<file path="config.mk">
export PLATFORM = sky130hd
export DESIGN_NAME = mem_stage
export DESIGN_NICKNAME = d
export VERILOG_FILES = /design/src/rtl/mem_stage.sv
export SDC_FILE = /design/constraint.sdc
export NUM_CORES = 1
export LEC_CHECK = 0
export BUFFER_PORTS_ARGS = -buffer_cell sky130_fd_sc_hd__buf_2
export CELL_PAD_IN_SITES_DETAIL_PLACEMENT = 1
export CELL_PAD_IN_SITES_GLOBAL_PLACEMENT = 1
export CORE_MARGIN = 3
export CORE_UTILIZATION = 30
export DETAILED_ROUTE_END_ITERATION = 8
export PLACE_DENSITY_LB_ADDON = 0.1
export SLEW_MARGIN = 30
export SYNTH_ARGS = -nofsm -noshare
export SYNTH_HDL_FRONTEND = slang
export SYNTH_SLANG_ARGS = --single-unit
</file>
<file path="constraint.sdc">
create_clock -name clk -period 2.2 [get_ports clk]
set_input_delay 0.44 -clock clk [delete_from_list [all_inputs] [get_ports clk]]
set_output_delay 0.44 -clock clk [all_outputs]
set_load 0.01 [all_outputs]
</file>
<file path="src/rtl/mem_stage.sv">
// Memory-access stage: issues a req/ready/rvalid data-memory transaction for loads and stores,
// formats load/store data, and returns a registered completion pulse with the write-back value.
module mem_stage (
  input  logic        clk,
  input  logic        rst,
  input  logic        enabled,
  input  logic        is_load,
  input  logic        is_store,
  input  logic [2:0]  funct3,
  input  logic [31:0] alu_result,
  input  logic [31:0] store_data,
  output logic        mem_req,
  output logic        mem_we,
  output logic [31:0] mem_addr,
  output logic [31:0] mem_wdata,
  output logic [3:0]  mem_wstrb,
  input  logic        mem_ready,
  input  logic        mem_rvalid,
  input  logic [31:0] mem_rdata,
  output logic        busy,
  output logic        completed,
  output logic [31:0] result,
  output logic        fault
);

  typedef enum logic [1:0] {StIdle, StReq, StWait} state_e;

  state_e      state_q, state_d;

  logic        is_load_q, is_store_q;
  logic [2:0]  funct3_q;
  logic [31:0] addr_q, sd_q;
  logic        latch_en;

  logic        completed_q, completed_d;
  logic        fault_q, fault_d;
  logic [31:0] result_q, result_d;

  logic        is_mem;
  logic        op_fault;
  logic [7:0]  ld_byte;
  logic [15:0] ld_half;
  logic [31:0] load_data;
  logic [31:0] st_wdata;
  logic [3:0]  st_wstrb;

  assign is_mem   = is_load | is_store;
  assign latch_en = (state_q == StIdle) & enabled;

  // Alignment / width legality of the incoming operation, judged on the raw inputs.
  always_comb begin
    op_fault = 1'b0;
    if (is_load) begin
      case (funct3)
        3'b000, 3'b100: op_fault = 1'b0;
        3'b001, 3'b101: op_fault = alu_result[0];
        3'b010:         op_fault = |alu_result[1:0];
        default:        op_fault = 1'b1;
      endcase
    end else if (is_store) begin
      case (funct3)
        3'b000:  op_fault = 1'b0;
        3'b001:  op_fault = alu_result[0];
        3'b010:  op_fault = |alu_result[1:0];
        default: op_fault = 1'b1;
      endcase
    end
  end

  // Load extraction uses the latched byte offset, since alu_result may have moved on.
  always_comb begin
    ld_byte   = 8'(mem_rdata >> {addr_q[1:0], 3'b000});
    ld_half   = addr_q[1] ? mem_rdata[31:16] : mem_rdata[15:0];
    load_data = mem_rdata;
    case (funct3_q)
      3'b000:  load_data = {{24{ld_byte[7]}}, ld_byte};
      3'b100:  load_data = {24'h0, ld_byte};
      3'b001:  load_data = {{16{ld_half[15]}}, ld_half};
      3'b101:  load_data = {16'h0, ld_half};
      default: load_data = mem_rdata;
    endcase
  end

  always_comb begin
    st_wdata = sd_q;
    st_wstrb = 4'b1111;
    case (funct3_q[1:0])
      2'b00: begin
        st_wdata = {4{sd_q[7:0]}};
        st_wstrb = 4'b0001 << addr_q[1:0];
      end
      2'b01: begin
        st_wdata = {2{sd_q[15:0]}};
        st_wstrb = 4'b0011 << addr_q[1:0];
      end
      default: begin
        st_wdata = sd_q;
        st_wstrb = 4'b1111;
      end
    endcase
  end

  // State register
  always_ff @(posedge clk) begin
    if (rst) begin
      state_q <= StIdle;
    end else begin
      state_q <= state_d;
    end
  end

  // Next-state logic
  always_comb begin
    state_d = state_q;
    unique case (state_q)
      StIdle: begin
        if (enabled && is_mem && !op_fault) begin
          state_d = StReq;
        end
      end
      StReq: begin
        if (mem_ready) begin
          state_d = is_store_q ? StIdle : StWait;
        end
      end
      StWait: begin
        if (mem_rvalid) begin
          state_d = StIdle;
        end
      end
      default: state_d = StIdle;
    endcase
  end

  // Output logic
  always_comb begin
    mem_req   = (state_q == StReq);
    mem_we    = mem_req & is_store_q;
    mem_wstrb = mem_we ? st_wstrb : 4'b0000;
    mem_addr  = {addr_q[31:2], 2'b00};
    mem_wdata = st_wdata;
    busy      = (state_q != StIdle);
    completed = completed_q;
    result    = result_q;
    fault     = fault_q;
  end

  // Completion datapath: result and fault are held between completions.
  always_comb begin
    completed_d = 1'b0;
    result_d    = result_q;
    fault_d     = fault_q;
    unique case (state_q)
      StIdle: begin
        if (enabled && (!is_mem || op_fault)) begin
          completed_d = 1'b1;
          result_d    = alu_result;
          fault_d     = op_fault;
        end
      end
      StReq: begin
        if (mem_ready && is_store_q) begin
          completed_d = 1'b1;
          result_d    = 32'h0;
          fault_d     = 1'b0;
        end
      end
      StWait: begin
        if (mem_rvalid) begin
          completed_d = 1'b1;
          result_d    = load_data;
          fault_d     = 1'b0;
        end
      end
      default: completed_d = 1'b0;
    endcase
  end

  always_ff @(posedge clk) begin
    if (rst) begin
      is_load_q   <= 1'b0;
      is_store_q  <= 1'b0;
      funct3_q    <= 3'b000;
      addr_q      <= 32'h0;
      sd_q        <= 32'h0;
      completed_q <= 1'b0;
      fault_q     <= 1'b0;
      result_q    <= 32'h0;
    end else begin
      if (latch_en) begin
        is_load_q  <= is_load;
        is_store_q <= is_store;
        funct3_q   <= funct3;
        addr_q     <= alu_result;
        sd_q       <= store_data;
      end
      completed_q <= completed_d;
      fault_q     <= fault_d;
      result_q    <= result_d;
    end
  end

endmodule

</file>
==> reports/metrics.yaml, run 1 <==
fin_cells: 1125
power_frac_comb: 0.257
r2r_slack_ns: 0.13
cts_made_buffers: 9
synth_seq_area_share: 0.369
area_growth_syn_to_layout_pct: 26.2
final_max_slew_viol_count: 0
critPathSlowestCell: "dfxtp_2"
cts_root_buffer: "clkbuf_16"
final-setup-viol-count: 0
p_int_mw: 3.46
io_pins: 211
fin_util: 0.391
worstReg2RegEnd: "result[12]$_SDFFE_PP0P_"
cp_common_cell: "inv_1"
cp_max_fo: 5
worstPathCellList: "inv_1 -> ha_2 -> nand2_1 -> inv_1 -> o21a_1 -> buf_2"
antenna_found_initial: 2
ys_async_sr_fraction: 0
syn_area_mm2: 0.00564
startpoint_type: "flip-flop"
dieArea_mm2: 0.0205
die_h_um: 143
crit_required_ns: 1.76
avgSynthCellArea_um2: 7.64
crit_arrival_ns: 1.65
power_density_mw_per_mm2: 721
grt_max_degree: 43
cts_htree_levels: 3
vias_per_cell: 5.25
slowest_delay_ns: 0.34
nets: 1001
yosys.area_share.adder: 0.00888
layout_worst_path_cycle_share: 0.952
drt_iter0_markers: 316
critical_path_class: "reg2out"
cp_top_family: "buffers and inverters"
final-hold-violation-count: 0
hold_class: "in2reg"
synth_ff_type: "dfxtp_1"
start_util: 0.310
seq_area_mm2: 0.00209
tightest_slew_ns: 0.579
path_buf_inv: 3
netlist-cell-type-count: 50
diodes: 0
cts_buffer_depth: 2
power.switching_mw: 1.66
grt_pass1_wl_um: 34600
synth.mux.area_fraction: 0.0499
grt_pass1_vias: 6256
ir_worst_vdd_mv: 0.397
layout-drive-gt1-share: 0.333
clk_pin_slew_ns: 0.07
clkPwrFrac: 0.323
dr.pass1.iters: 4
maxSlewHeadroom: 0.614
multi_input_area_mm2: 0.00302
whs_path_depth: 3
hpwl_um: 16700
vias: 5909
final.fill_count: 2296
port_buffers: 208
layout_min_cycle_time_ns: 2.09
syn_inst: 738
wl_um: 22500
synth_edf_count: 0
power_frac_seq: 0.420
synth.area.top_cells: "dfxtp_1, nand2_1, a21oi_1"
worstSetupEndpointType: "output port"
status: "finished, final reports clean"
gr-usage-all-layers: 0.215
synth_compound_area_frac: 0.261
rr_worst_depth: 9
yosysTopAreaCellShare: 0.369
ant_nets: 0
synth-xor-area-share: 0
tritoncts: "done"
gp_congestion: 0.825
grt-ovfl-total: 0
die_x_um: 143
synth_seq_cells: 104
hp-start: "store_data[2]"
rsz0062_at_grt: "yes"
drc_errors: 0
leakage_nw: 3.16
timing.fmax_mhz: 478
cts_sinks: 104
core_mm2: 0.0182
synth-simple-area-share: 0.201
timing.rr.start: "state_q[0]$_SDFFE_PP0P_"
place_inst: 1108
switching_share: 0.325
holdPathEnd: "sd_q[2]$_SDFFE_PP0P_"
wire_per_inst_um: 20.0
synth_top_family_by_area: "compound AO/OA/AOI/OAI gates"
finClkSkew_ns: 0.00852
yosys_warnings: 0
num_rows: 49
yosys.area.top_type: "dfxtp_1"
drv_cap: 0
insertion_delay_ns: 0.36
Yosys cell counts (all sizes together) (2+ instances only):
master and n:
a222oi 6, a21o 3, inv 19, nand4b 8, o21a 2, mux2 17, nor3 22, o22ai 8
mux2i 9, a32oi 3, nand2 166, a221o 6, nor2b 17, o41ai 6, o2bb2ai 8, o211ai 5
a21oi 103, nor2 37, clkbuf 45, nand2b 2, dfxtp 104, o21ai 23, a211oi 19, and2 2
buf 55, ha 4, a311oi 6, a221oi 18
cell type report:
cell class / instances / area share
inverters: 20 / 0.0106
well taps: 229 / 0.0403
multi-input cells: 515 / 0.425
flip-flops and latches: 104 / 0.293
repair buffers: 241 / 0.190
clock inverters: 4 / 0.00774
clock buffers: 12 / 0.0332
worst reg2reg max path, cell delays in order (launching register included):
cell      delay [ns]
dfxtp_1         0.38
inv_2           0.08
ha_2            0.23
nor2b_1         0.16
a211oi_2        0.19
buf_4           0.16
o211a_1         0.20
nor2_1          0.06
buf_4           0.17
o41ai_2         0.34
registers in the layout, summed over array words and instances (netlist names):
register    cells
addr_q         32
completed       1
fault           1
funct3_q        3
is_store_q      1
result         32
sd_q           32
state_q         2
power groups by stage:
stage	clock network [mW]	registers (mW)	logic, mW
final	1.66	2.16	1.32
after global routing	1.78	2.18	1.45
after CTS	1.72	2.16	1.31
after detailed placement	0	2.20	1.30
after global placement	0	2.19	1.27
after floorplan	0	2.20	0.765
worst max-delay path by stage:
stage	start	endpoint	cells after the start	slack [ns]
CTS	funct3_q[1]$_SDFFE_PP0P_	mem_wdata[16]	3	0.008
floorplan	funct3_q[1]$_SDFFE_PP0P_	mem_wstrb[0]	6	0.09
global placement	funct3_q[0]$_SDFFE_PP0P_	result[6]$_SDFFE_PP0P_	6	0.15
finish	state_q[1]$_SDFFE_PP0P_	mem_wstrb[2]	6	0.11
global route	state_q[1]$_SDFFE_PP0P_	mem_wstrb[2]	6	0.00004
detailed placement	state_q[0]$_SDFFE_PP0P_	result[9]$_SDFFE_PP0P_	8	-0.03
logic make-up after synthesis:
family / after synthesis
flops: 104
compound gates: 221
mux: 26
simple gates: 262
buf+inv: 120
fa+ha+maj: 4
other cells: 1
stage by stage:
stage | hold WS (ns) | setup slack, ns | instance area, um2 | power (mW) | TNS [ns]
2_1_floorplan | 0.433 | 0.0853 | 5640 | 2.96 | 0
3_3_place_gp | 0.439 | 0.148 | 6730 | 3.47 | 0
3_5_place_dp | 0.447 | -0.0304 | 6730 | 3.50 | -0.0454
4_1_cts | 0.307 | 0.00770 | 7030 | 5.18 | 0
5_1_grt | 0.317 | 0.0000411 | 7110 | 5.41 | 0
6_report | 0.320 | 0.106 | 7110 | 5.13 | 0
layout by cell type (no fill, tap or decap), types with 2 or more instances in the layout:
cell	instances
a222oi_1	6
o21a_1	2
buf_6	3
o211ai_1	4
conb_1	2
buf_12	4
o21ai_0	23
nand4b_1	8
a211oi_1	10
nor2b_1	17
mux2_2	16
a32oi_1	3
nor3_1	21
a221oi_1	17
a311oi_1	6
buf_2	207
a21o_1	3
o22ai_1	8
o41ai_2	5
buf_4	27
ha_2	2
nor2_1	35
a21oi_1	102
mux2i_1	9
nand2_1	165
clkbuf_16	9
clkinv_4	2
a221o_1	6
a211oi_2	9
nand2b_1	2
inv_1	18
clkbuf_1	3
dfxtp_1	102
o2bb2ai_1	8
timing repair:
| item | in CTS | in global routing |
|---|---|---|
| setup buffers | 0 | 1 |
| hold buffers | 0 | 0 |
| setup endpoints to repair | 14 | 44 |
| gates resized for setup | 2 | 16 |
| pin swaps | 1 | 3 |
metal layers:
layer  track usage  routed length, um
met4        0.0840                588
met3        0.0499               1590
met5             0                 27
met1         0.267               9700
met2         0.361              10600
Power figures use the tool's default switching activity.
==> run 2, diff against run 1 <==
--- a/config.mk
+++ b/config.mk
@@ -5,12 +5,12 @@
 export SDC_FILE = /design/constraint.sdc
 export NUM_CORES = 1
 export LEC_CHECK = 0
-export BUFFER_PORTS_ARGS = -buffer_cell sky130_fd_sc_hd__buf_2
 export CELL_PAD_IN_SITES_DETAIL_PLACEMENT = 1
 export CELL_PAD_IN_SITES_GLOBAL_PLACEMENT = 1
 export CORE_MARGIN = 3
 export CORE_UTILIZATION = 30
 export DETAILED_ROUTE_END_ITERATION = 8
+export DONT_BUFFER_PORTS = 1
 export PLACE_DENSITY_LB_ADDON = 0.1
 export SLEW_MARGIN = 30
 export SYNTH_ARGS = -nofsm -noshare
==> reports/metrics.yaml, run 2 (synthesis results as in run 1) <==
crit_required_ns: 1.76  # about the same
rsz0062_at_grt: "yes"
vias: 5252  # -11%
core_mm2: 0.0182  # unchanged
vias_per_cell: 5.65  # +7.5%
grt_pass1_wl_um: 32600  # -5.7%
wire_per_inst_um: 23.0  # +15%
hold_class: "in2reg"
finClkSkew_ns: 0.0114  # +0.00288 ns
power_density_mw_per_mm2: 791  # +9.8%
crit_arrival_ns: 1.71  # +0.06 ns
cp_top_family: "buffers and inverters"
finalInstanceArea_mm2: 0.00620  # -13%
cp_max_fo: 4  # -1
final.fill_count: 2148  # -6.4%
port_buffers: 0  # -100%
layout_min_cycle_time_ns: 2.15  # +0.0534 ns
hpwl_um: 15800  # -5.6%
final-setup-viol-count: 0  # unchanged
antenna_found_initial: 0  # -2
layout_common_cells: "nand2_1, a21oi_1, dfxtp_1"
wl_um: 21400  # -5.1%
fin_util: 0.340  # -0.0502
gp_congestion: 0.820  # -0.55%
ctsHoldBuffers: 0  # unchanged
worstPathCellList: "inv_1 -> ha_1 -> buf_4 -> nand2_1 -> inv_2 -> o21a_4"
drc_errors: 0  # unchanged
die_x_um: 143  # unchanged
die_h_um: 143  # unchanged
cts_buffer_depth: 2  # unchanged
grt-ovfl-total: 0  # unchanged
ir_worst_vdd_mv: 0.360  # -9.3%
clk_pin_slew_ns: 0.08  # about the same
tritoncts: "done"
placed_area_mm2: 0.00576  # -14%
timing.fmax_mhz: 466  # -2.5%
drt_iter0_markers: 183  # -42%
gr-usage-all-layers: 0.208  # -0.00709
layout_worst_path_cycle_share: 0.976  # +0.0243
leakage_nw: 2.31  # -27%
cts_made_buffers: 9  # unchanged
nets: 806  # -19%
critPathSlowestCell: "dfxtp_2"
grt_max_degree: 113  # +160%
final_max_slew_viol_count: 0  # unchanged
slowest_delay_ns: 0.34  # about the same
insertion_delay_ns: 0.35  # about the same
diodes: 0  # unchanged
area_growth_syn_to_layout_pct: 9.94
cts_htree_levels: 3  # unchanged
path_buf_inv: 3  # unchanged
cts_root_buffer: "clkbuf_16"
num_rows: 49  # unchanged
startpoint_type: "flip-flop"
final_common_cell: "nand2_1"
start_util: 0.310  # unchanged
drv_cap: 0  # unchanged
status: "finished, final reports clean"
worstSetupEndpointType: "output port"
layout-drive-gt1-share: 0.154  # -0.179
cts_sinks: 104  # unchanged
grt_pass1_vias: 5568  # -11%
critical_path_class: "reg2out"
dieArea_mm2: 0.0205  # unchanged
place_inst: 910  # -18%
io_pins: 211  # unchanged
tightest_slew_ns: 0.848  # +0.269 ns
ant_nets: 0  # unchanged
fin_cells: 930  # -17%
maxSlewHeadroom: 0.430  # -0.184
final-hold-violation-count: 0  # unchanged
dr.pass1.iters: 5  # +1
run 2: cell types whose count changed in the layout (fill, tap and decap cells not counted), sizes merged:
cell | before | now
buf | 241 | 46
clkinv | 3 | 4
clkinvlp | 1 | 0
run 2: worst register-to-register path, delay by kind of cell, from the launching register on:
family | cells | cell delay, ns
flip-flops | 1 | 0.35
adder cells (fa/ha/maj) | 1 | 0.23
AO/OA/AOI/OAI | 3 | 1.00
buffers and inverters | 1 | 0.09
AND/OR/NAND/NOR | 2 | 0.32
run 2: routing by layer:
metal / track usage / wire [um]
met5: 0 / 0
met1: 0.244 / 8640
met3: 0.0693 / 1840
met4: 0.0820 / 661
met2: 0.351 / 10300
run 2: worst paths after layout:
check	startpoint	to	slack, ns	cells past startpoint
worst min-delay path	rst	result[24]$_SDFFE_PP0P_	0.15	1
worst max-delay path	state_q[1]$_SDFFE_PP0P_	mem_wstrb[2]	0.05	6
worst max register to register	state_q[0]$_SDFFE_PP0P_	result[10]$_SDFFE_PP0P_	0.11	7
worst min register to register	sd_q[18]$_SDFFE_PP0P_	sd_q[18]$_SDFFE_PP0P_	0.46	2
run 2: through the flow:
step	TNS [ns]	hold slack, ns	total power [mW]	worst slack [ns]
floorplan	0	0.433	2.96	0.0853
global placement	0	0.435	3.19	0.113
detailed placement	-0.00127	0.446	3.22	-0.00127
CTS	0	0.136	4.95	0.000134
global route	-0.370	0.138	5.18	-0.0494
finish	0	0.155	4.91	0.0525
run 2: layout make-up:
class	instances	area (um2)	area share
Clock inverter	4	52.6	0.00848
Inverter	20	75.1	0.0121
Clock buffer	12	256	0.0414
Multi-Input combinational cell	515	3030	0.488
Timing Repair Buffer	46	418	0.0674
Tap cell	229	287	0.0462
Sequential cell	104	2090	0.336
run 2: timing repair:
item                       CTS  global route
resized for setup            1            22
setup endpoints to repair    6            51
setup buffers                0             4
pin swaps                    2             4
run 2: power breakdown:
group / internal [mW] / leakage, nW / switching, mW
sequential: 2.05 / 0.858 / 0.188
combinational: 0.382 / 1.30 / 0.575
clock: 0.950 / 0.153 / 0.766
==> run 3, diff against run 2 <==
--- a/config.mk
+++ b/config.mk
@@ -5,6 +5,7 @@
 export SDC_FILE = /design/constraint.sdc
 export NUM_CORES = 1
 export LEC_CHECK = 0
+export ABC_AREA = 1
 export CELL_PAD_IN_SITES_DETAIL_PLACEMENT = 1
 export CELL_PAD_IN_SITES_GLOBAL_PLACEMENT = 1
 export CORE_MARGIN = 3
==> constraint.sdc (replaced) <==
create_clock -name clk -period 1.94 [get_ports clk]
set_input_delay 0.388 -clock clk [delete_from_list [all_inputs] [get_ports clk]]
set_output_delay 0.388 -clock clk [all_outputs]
set_load 0.01 [all_outputs]
==> reports/metrics.yaml, run 3 <==
status: "finished, final reports clean"
layout_common_cells: "nand2_1, nor2_1, dfxtp_1"
synth_ff_type: "dfxtp_1"
num_rows: 49  # unchanged
die_h_um: 144  # +0.58%
layout_worst_path_cycle_share: 0.967
hold_class: "in2reg"
finClkSkew_ns: 0.00663  # -0.00477 ns
final_max_slew_viol_count: 0  # unchanged
nets: 1006  # +25%
critical_path_class: "reg2out"
yosysTopAreaCellShare: 0.365  # -0.00445
ir_worst_vdd_mv: 0.631  # +75%
drt_iter0_markers: 231  # +26%
netlist-cell-type-count: 28  # -44%
ctsHoldBuffers: 0  # unchanged
diodes: 0  # unchanged
yosys.area.top_type: "dfxtp_1"
synth_compound_area_frac: 0.123  # -0.138
synth_top_family_by_area: "simple AND/OR/NAND/NOR gates"
slowest_delay_ns: 0.38  # +0.04 ns
cts_htree_levels: 3  # unchanged
drc_errors: 0  # unchanged
gr-usage-all-layers: 0.203  # -0.00534
vias: 5526  # +5.2%
worstSetupEndpointType: "output port"
wire_per_inst_um: 18.8  # -18%
synth-simple-area-share: 0.358  # +0.158
critPathSlowestCell: "dfxtp_1"
cp_max_fo: 9  # +5
avgSynthCellArea_um2: 6.11  # -20%
power_density_mw_per_mm2: 1610  # +100%
port_buffers: 0  # unchanged
final_common_cell: "nand2_1"
start_util: 0.311  # +0.00168
synth.area.top_cells: "dfxtp_1, nand2_1, nor2_1"
layout_min_cycle_time_ns: 1.88
netlist_top_cells_count: "nand2_1, nor2_1, dfxtp_1"
path_buf_inv: 3  # unchanged
area_growth_syn_to_layout_pct: 9.86  # about the same
crit_arrival_ns: 1.49  # -0.22 ns
cts_buffer_depth: 2  # unchanged
tritoncts: "done"
final-setup-viol-count: 0  # unchanged
r2r_slack_ns: 0.13  # +0.02 ns
drv_cap: 0  # unchanged
syn_area_mm2: 0.00571  # +1.2%
cp_common_cell: "nand2_1"
synth_edf_count: 0  # unchanged
rsz0062_at_grt: "yes"
vias_per_cell: 4.89  # -13%
cts_made_buffers: 9  # unchanged
leakage_nw: 2.98  # +29%
wl_um: 21300  # -0.60%
fin_tns_setup_ns: 0  # unchanged
die_x_um: 144  # +0.58%
cts_sinks: 104  # unchanged
yosys.area_share.adder: 0.00877  # -0.000107
grt-ovfl-total: 0  # unchanged
clk_pin_slew_ns: 0.07  # about the same
dr.pass1.iters: 4  # -1
dieArea_mm2: 0.0207  # +1.2%
layout-drive-gt1-share: 0.0989  # -0.0552
worstPathCellList: "nor2_2 -> inv_2 -> buf_6 -> nand2_1 -> nand2_1 -> nand2_1 -> inv_1"
io_pins: 211  # unchanged
final-hold-violation-count: 0  # unchanged
yosys_warnings: 0  # unchanged
grt_pass1_vias: 5702  # +2.4%
ant_nets: 0  # unchanged
gp_congestion: 0.859  # +4.8%
timing.fmax_mhz: 533
cts_root_buffer: "clkbuf_16"
synth-xor-area-share: 0  # unchanged
yosysMostFrequentCell: "nand2_1"
core_mm2: 0.0183  # +0.67%
syn_inst: 934  # +27%
placed_area_mm2: 0.00581  # +0.87%
crit_required_ns: 1.55  # -0.21 ns
ys_async_sr_fraction: 0  # unchanged
grt_pass1_wl_um: 32300  # -0.91%
grt_max_degree: 47  # -58%
finalInstanceArea_mm2: 0.00627  # +1.2%
synth.mux.area_fraction: 0  # -0.0499
antenna_found_initial: 0  # unchanged
synth_seq_cells: 104  # unchanged
hpwl_um: 16500  # +4.4%
cp_top_family: "buffers and inverters"
synth_seq_area_share: 0.365  # -0.00445
startpoint_type: "flip-flop"
final.fill_count: 2361  # +9.9%
insertion_delay_ns: 0.36  # about the same
## run 3: cell types whose count changed after synthesis, sizes merged, moves of 18 or more
cell,change
a221oi,-18
a211oi,-19
nand2,+79
nor3,-20
a21oi,-74
o21ai,+65
inv,+63
nand3,+39
nor2,+193
## run 3: through the flow
step	hold slack, ns	power, mW	cells	worst slack [ns]	utilization
finish	0.191	10.1	1129	0.0633	0.342
global route	0.185	10.9	1129	-0.0182	0.342
CTS	0.182	10.1	1125	0.00496	0.338
detailed placement	0.471	7.87	1109	0.0934	0.317
global placement	0.456	7.69	1109	0.231	0.317
floorplan	0.445	6.69	935	0.237	-
## run 3: worst register-to-register path, cell delays in order (launching register included)
cell     delay (ns)
dfxtp_4        0.37
inv_4          0.05
ha_4           0.17
buf_4          0.14
nand2_1        0.11
nand2_2        0.09
nor3_4         0.25
buf_6          0.20
buf_4          0.15
nand3_1        0.07
nand2_1        0.06
nor2_1         0.04
## run 3: kinds of logic (layout without fill, tap and decap cells)
group                    after synthesis  in the layout
AO/OA/AOI/OAI                        134            134
adder cells (fa/ha/maj)                4              4
buffers and inverters                173            138
flip-flops                           104            104
other                                  1              2
AND/OR/NAND/NOR                      518            518
## run 3: worst paths after layout
path,start,endpoint,cells past startpoint
worst min-delay path,rst,completed$_SDFF_PP0_,2
worst min register to register,sd_q[24]$_SDFFE_PP0P_,sd_q[24]$_SDFFE_PP0P_,2
worst max register to register,state_q[1]$_SDFFE_PP0P_,result[0]$_SDFFE_PP0P_,11
worst max-delay path,funct3_q[0]$_SDFFE_PP0P_,mem_wstrb[2],7
## run 3: routing by layer
| metal | up-vias | GRT usage | wire length, um |
|---|---|---|---|
| met3 | 23 | 0.0729 | 1870 |
| li1 | 2765 | - | - |
| met2 | 165 | 0.329 | 9920 |
| met4 | 0 | 0.0481 | 353 |
| met1 | 2573 | 0.258 | 9140 |
| met5 | - | 0 | 0 |
## run 3: final cells by class
| type | instances | area, um2 | share of cell area |
|---|---|---|---|
| Clock buffer | 12 | 246 | 0.0393 |
| Inverter | 83 | 318 | 0.0507 |
| Timing Repair Buffer | 40 | 387 | 0.0617 |
| Tap cell | 229 | 287 | 0.0457 |
| Clock inverter | 3 | 90.1 | 0.0144 |
| Multi-Input combinational cell | 658 | 2860 | 0.455 |
| Sequential cell | 104 | 2090 | 0.333 |
## run 3: timing repair
action                                  4_1_cts  5_1_grt
cloned                                        0        0
resized for setup                            11       15
pin swaps                                     1        4
buffers inserted                              1        4
endpoints found under the setup margin        8       22
## run 3: where the power goes
part	internal (mW)	total [mW]	switching, mW	leakage, nW
clock	1.29	2.12	0.823	0.163
sequential	2.84	3.61	0.771	0.863
combinational	1.52	4.34	2.82	1.95
total	5.65	10.1	4.42	2.98
